### src/rtl/alu_pkg.sv
// Shared types for the ALU arbiter: request op codes, ALU control codes
// and FSM states.
package alu_pkg;

    localparam int W = 16;

    typedef enum logic [1:0] {
        OP_ADD  = 2'b00,
        OP_SUB  = 2'b01,
        OP_SLT  = 2'b10,
        OP_RSVD = 2'b11
    } op_e;

    localparam logic [3:0] ALU_CTRL_ADD = 4'b0010;
    localparam logic [3:0] ALU_CTRL_SUB = 4'b0110;
    localparam logic [3:0] ALU_CTRL_SLT = 4'b0111;
    localparam logic [3:0] ALU_CTRL_NOP = 4'b0000;

    typedef enum logic [1:0] {
        ST_IDLE = 2'b00,
        ST_EXEC = 2'b01,
        ST_RESP = 2'b10
    } state_e;

    // Map a request op onto the ALU control code; reserved ops drive NOP.
    function automatic logic [3:0] ctrl_of(input op_e op);
        case (op)
            OP_ADD:  ctrl_of = ALU_CTRL_ADD;
            OP_SUB:  ctrl_of = ALU_CTRL_SUB;
            OP_SLT:  ctrl_of = ALU_CTRL_SLT;
            default: ctrl_of = ALU_CTRL_NOP;
        endcase
    endfunction

endpackage

### src/rtl/rr_arb2.sv
// Two-way round-robin grant. A lone valid always wins; with both valid the
// requester that did not win last time gets the grant. Purely combinational.
module rr_arb2 (
    input  logic [1:0] valid,
    input  logic       last_grant,
    output logic [1:0] grant
);

    // One-hot grant from the valids and the previous winner's id.
    always_comb begin
        grant = 2'b00;
        case (valid)
            2'b01:   grant = 2'b01;
            2'b10:   grant = 2'b10;
            2'b11:   grant = last_grant ? 2'b01 : 2'b10;
            default: grant = 2'b00;
        endcase
    end

endmodule

### src/rtl/alu_arbiter.sv
// Shares one combinational ALU between two requesters. A request is accepted
// in IDLE, its operands drive the ALU for one EXEC cycle, and the registered
// result is held in RESP until the granted requester takes it.
module alu_arbiter
    import alu_pkg::*;
(
    input  logic         clk,
    input  logic         rst_n,
    input  logic         r0_valid,
    output logic         r0_ready,
    input  logic [1:0]   r0_op,
    input  logic [W-1:0] r0_a,
    input  logic [W-1:0] r0_b,
    input  logic         r1_valid,
    output logic         r1_ready,
    input  logic [1:0]   r1_op,
    input  logic [W-1:0] r1_a,
    input  logic [W-1:0] r1_b,
    output logic [1:0]   rsp_valid,
    input  logic [1:0]   rsp_ready,
    output logic [W-1:0] rsp_data,
    output logic         rsp_err,
    output logic [W-1:0] alu_src1,
    output logic [W-1:0] alu_src2,
    output logic [3:0]   alu_ctrl,
    input  logic [W-1:0] alu_result
);

    state_e         state_q, state_d;
    logic           last_grant_q;
    logic [1:0]     grant;
    logic           hs;
    logic           id_q;
    op_e            op_q;
    logic [W-1:0]   a_q, b_q;
    logic [W-1:0]   rsp_data_q;
    logic           rsp_err_q;

    rr_arb2 u_arb (
        .valid      ({r1_valid, r0_valid}),
        .last_grant (last_grant_q),
        .grant      (grant)
    );

    // grant is only non-zero when the granted requester is valid
    assign hs = (state_q == ST_IDLE) && (grant != 2'b00);

    // FSM state register
    always_ff @(posedge clk or negedge rst_n) begin
        if (!rst_n) state_q <= ST_IDLE;
        else        state_q <= state_d;
    end

    // FSM next state: EXEC lasts one cycle, RESP waits on the granted rsp_ready
    always_comb begin
        state_d = state_q;
        case (state_q)
            ST_IDLE: if (hs)            state_d = ST_EXEC;
            ST_EXEC:                    state_d = ST_RESP;
            ST_RESP: if (rsp_ready[id_q]) state_d = ST_IDLE;
            default:                    state_d = ST_IDLE;
        endcase
    end

    // FSM outputs: request ready, response valid, ALU control
    always_comb begin
        r0_ready  = (state_q == ST_IDLE) && grant[0];
        r1_ready  = (state_q == ST_IDLE) && grant[1];
        rsp_valid = 2'b00;
        alu_ctrl  = ALU_CTRL_NOP;
        if (state_q == ST_RESP) rsp_valid[id_q] = 1'b1;
        if (state_q == ST_EXEC) alu_ctrl = ctrl_of(op_q);
    end

    // Capture the winning request and remember who won for round-robin
    always_ff @(posedge clk or negedge rst_n) begin
        if (!rst_n) begin
            last_grant_q <= 1'b1;
            id_q         <= 1'b0;
            op_q         <= OP_ADD;
            a_q          <= '0;
            b_q          <= '0;
        end else if (hs) begin
            last_grant_q <= grant[1];
            id_q         <= grant[1];
            op_q         <= grant[1] ? op_e'(r1_op) : op_e'(r0_op);
            a_q          <= grant[1] ? r1_a : r0_a;
            b_q          <= grant[1] ? r1_b : r0_b;
        end
    end

    // Register the ALU result at the end of EXEC; reserved ops return 0 + err
    always_ff @(posedge clk or negedge rst_n) begin
        if (!rst_n) begin
            rsp_data_q <= '0;
            rsp_err_q  <= 1'b0;
        end else if (state_q == ST_EXEC) begin
            rsp_data_q <= (op_q == OP_RSVD) ? '0 : alu_result;
            rsp_err_q  <= (op_q == OP_RSVD);
        end
    end

    assign rsp_data = rsp_data_q;
    assign rsp_err  = rsp_err_q;
    assign alu_src1 = a_q;
    assign alu_src2 = b_q;

endmodule
### config.mk
export PLATFORM = sky130hd
export DESIGN_NAME = alu_arbiter
export DESIGN_NICKNAME = d
export VERILOG_FILES = /design/src/rtl/alu_pkg.sv /design/src/rtl/rr_arb2.sv /design/src/rtl/alu_arbiter.sv
export SDC_FILE = /design/constraint.sdc
export NUM_CORES = 1
export LEC_CHECK = 0
export CAP_MARGIN = 10
export CORE_MARGIN = 5
export CORE_UTILIZATION = 35
export DETAILED_ROUTE_END_ITERATION = 7
export PLACE_DENSITY = 0.79
export SLEW_MARGIN = 20
export SYNTH_ARGS = -nofsm -noshare
export SYNTH_HDL_FRONTEND = slang
export SYNTH_SLANG_ARGS = --single-unit
### constraint.sdc
create_clock -name clk -period 1.5 [get_ports clk]
set_clock_uncertainty 0.15 [all_clocks]
set_input_delay 0.375 -clock clk [delete_from_list [all_inputs] [get_ports clk]]
set_output_delay 0.375 -clock clk [all_outputs]
set_load 0.02 [all_outputs]
==> key figures <==
Logic synthesis
  • Post-synth EDFFs: 0
  • Synthesis-stage register bit count: 55
  • Synth Area per Inst: 9.093 sq um
  • Mapped Cells: 295
  • Async set-reset flop share out of synthesis: 100.0%
  • Post-synth net total: 387
  • Unique masters post-synth: 21
  • Seq/Total Area, Yosys: 51.35%
  • Synth Flop Type: dfrtp_1
  • Yosys Warn Count: 0
  • Cell Area, Synth: 2683 sq um

Setup path
  • Critical path data arrival time: 1.25 ns
  • Worst Setup SP: state_q[0]$_DFFE_PN0P_
  • Worst Reg-to-Reg Cells: 4
  • Register-to-register setup slack: -0.06 ns
  • Crit-path max FO: 4
  • Worst Setup End Kind: primary output
  • R2R Path End: alu_src2[15]$_DFFE_PN0P_
  • Req. time, crit path: 0.97 ns
  • R2r startpoint: state_q[0]$_DFFE_PN0P_
  • CP max stage delay: 0.45 ns
  • CP max-delay cell: dfrtp_2
  • Crit Path Class: flop to primary output
  • CP cell instances: or2_4 > nor2_4 > buf_6
  • Critical path launch point type: flop

Power
  • P_sw: 3.570 mW
  • Leak Pwr: 1.941 nW
  • Total internal power: 4.516 mW
  • Clock power share: 10.3%
  • Max IR drop VDD: 0.5875 mV
  • Power per cell area: 1864 nW/um^2
  • Sequential share of power: 32.1%
  • Sw frac: 44.15%
  • Combinational share of power: 57.6%

Timing
  • Final hold vios: 0
  • Max Clk Rate: 564.3 MHz
  • Unrepaired setup endpoints after global routing: yes
  • Fin crit period: 1.772 ns
  • Final Worst Setup Slack: -0.2722 ns
  • Post-route clock period utilization: 118.1%
  • Endpoints failing setup: 35
  • Max-slew violations: 0

Global route
  • First-pass GRT wire length: 14250 um
  • Largest net degree at the start of global routing: 56
  • Congestion Overflow GR: 0
  • GR Util All Layers: 18.17%
  • Antenna violations before repair: 0
  • Vias in the first global route: 2814

Routing
  • Detail Route Antenna Nets: 0
  • DRT iter0 DRCs: 77
  • Post-DR vias/cell: 4.971
  • Residual DRC: 0
  • Via count: 2744
  • Post-Route WL: 8748 um
  • DRT Pass-1 Iters: 5
  • Wire per inst: 15.85 um

Placed design
  • Dpl ws: -0.8480 ns
  • Port Buffers: 145
  • Routability congestion estimate: 0.8083
  • DP HPWL: 6282 um
  • Post-DP Area: 4354 sq um

Clock tree
  • TritonCTS clock tree: done
  • Reg clk slew, reported paths: 0.10 ns
  • CTS buffer count: 5
  • Clk sinks: 55
  • Clock Latency Late Sink: 0.30 ns
  • Root buf cell: clkbuf_8
  • Clock buffer depth: 2
  • H-tree levels: 2

Run status
  • Violated checks: negative setup slack
  • Status: finished with violations

Die
  • Die X: 97.55 um
  • Initial core utilization: 35.26%
  • Die area: 9515 sq um
  • I/O Pins: 147
  • Core Rows: 32
  • Die height: 97.55 um
  • Core Area: 7607 sq um

Cells and area
  • Layout cells sized above 1: 26.22%
  • Area added between synthesis and finish: 61.71%
  • Final instance area: 4338 sq um
  • Nets@finish: 541
  • Ant. Diodes: 0
  • Commonest non-fill, non-tap cell in the layout: clkdlybuf4s50_1
  • Most frequent cells in the layout: clkdlybuf4s50_1, dfrtp_1, buf_2, nor2_1, a21oi_1

Min path
  • Endpoint, Worst Hold: rsp_data[8]$_DFFE_PN0P_
  • Min-delay worst type: flop to flop
  • HP Start: rsp_data[8]$_DFFE_PN0P_
  • Hold Path Depth: 2

Run
  • Max_cap viols: 0
routing by layer:
metal | wire, um | track usage, % | vias up
met5 | 0 | 0 | -
met4 | 100 | 4.686 | 0
met3 | 536 | 4.738 | 8
met2 | 4252 | 31.15 | 121
met1 | 3859 | 22.69 | 1281
li1 | - | - | 1334
area by class of cell:
class	instances	area, sq um
well taps	102	127.6
clock inverters	3	22.52
fillers	675	3269
repair buffers	174	1495
inverters	4	15.01
multi-input cells	209	1229
clock buffers	5	68.82
flip-flops and latches	55	1380
through the flow:
stage / utilization [%] / total power, mW / std cells / setup TNS, ns / hold WS (ns)
after floorplan: - / 5.192 / 295 / -0.2958 / -0.07059
after global placement: 57.24 / 7.361 / 537 / -22.44 / 0.2445
after detailed placement: 57.24 / 7.477 / 537 / -24.17 / 0.2472
after CTS: 59.49 / 8.277 / 548 / -3.044 / 0.3458
after global routing: 57.02 / 8.689 / 552 / -5.824 / 0.3532
final: 57.02 / 8.087 / 552 / -2.711 / 0.3372
how the worst max path moves through the flow:
stage | endpoint | depth (start not counted)
finish | r0_ready | 3
global route | r0_ready | 3
CTS | r0_ready | 4
detailed placement | r1_ready | 4
global placement | r1_ready | 4
floorplan | r0_ready | 5
synthesized netlist by cell type, drive strengths merged, types with 2 or more instances:
| master | number | area (sq um) |
|---|---|---|
| dfrtp | 54 | 1351 |
| nor2 | 42 | 157.7 |
| inv | 4 | 15.01 |
| a21oi | 36 | 180.2 |
| o31ai | 34 | 255.2 |
| nand2b | 19 | 118.9 |
| o21ai | 52 | 264.0 |
| nand2 | 17 | 63.81 |
| ha | 2 | 25.02 |
| buf | 19 | 128.9 |
| clkbuf | 8 | 30.03 |
| mux2 | 2 | 22.52 |
registers in the layout, indices dropped and copies added, names as in the netlist:
| register | flops |
|---|---|
| last_grant_q | 1 |
| state_q | 2 |
| op_q | 2 |
| id_q | 1 |
| rsp_err | 1 |
| alu_src1 | 16 |
| alu_src2 | 16 |
| rsp_data | 16 |
critical path, delay by kind of cell (launching register included):
kind / cells / cell delay, ns
flip-flops: 1 / 0.45
AND/OR/NAND/NOR: 2 / 0.38
buffers and inverters: 1 / 0.12
cell families (layout without fill, tap and decap cells):
family          Yosys count  count (layout)  synth area share, %
flops                    55              55                51.35
buf+inv                  31             186                6.483
compound gates          125             125                27.33
fa+ha+maj                 2               2               0.9327
other cells               1               1               0.1398
simple gates             79              79                12.92
mux                       2               2               0.8395
power groups by stage:
stage	Clock, mW	Combinational, mW	Sequential [mW]
finish	0.836	4.66	2.59
global route	0.936	5.08	2.68
CTS	0.878	4.79	2.60
detailed placement	0	4.87	2.61
global placement	0	4.79	2.57
floorplan	0	1.84	3.35
timing repair:
action	4_1_cts	5_1_grt
setup endpoints to repair	92	84
hold buffers	1	0
setup buffers	4	4
pin swaps	4	1
gates resized for setup	204	72
endpoints found under the hold margin	54	0
(Power assumes the default switching activity.)
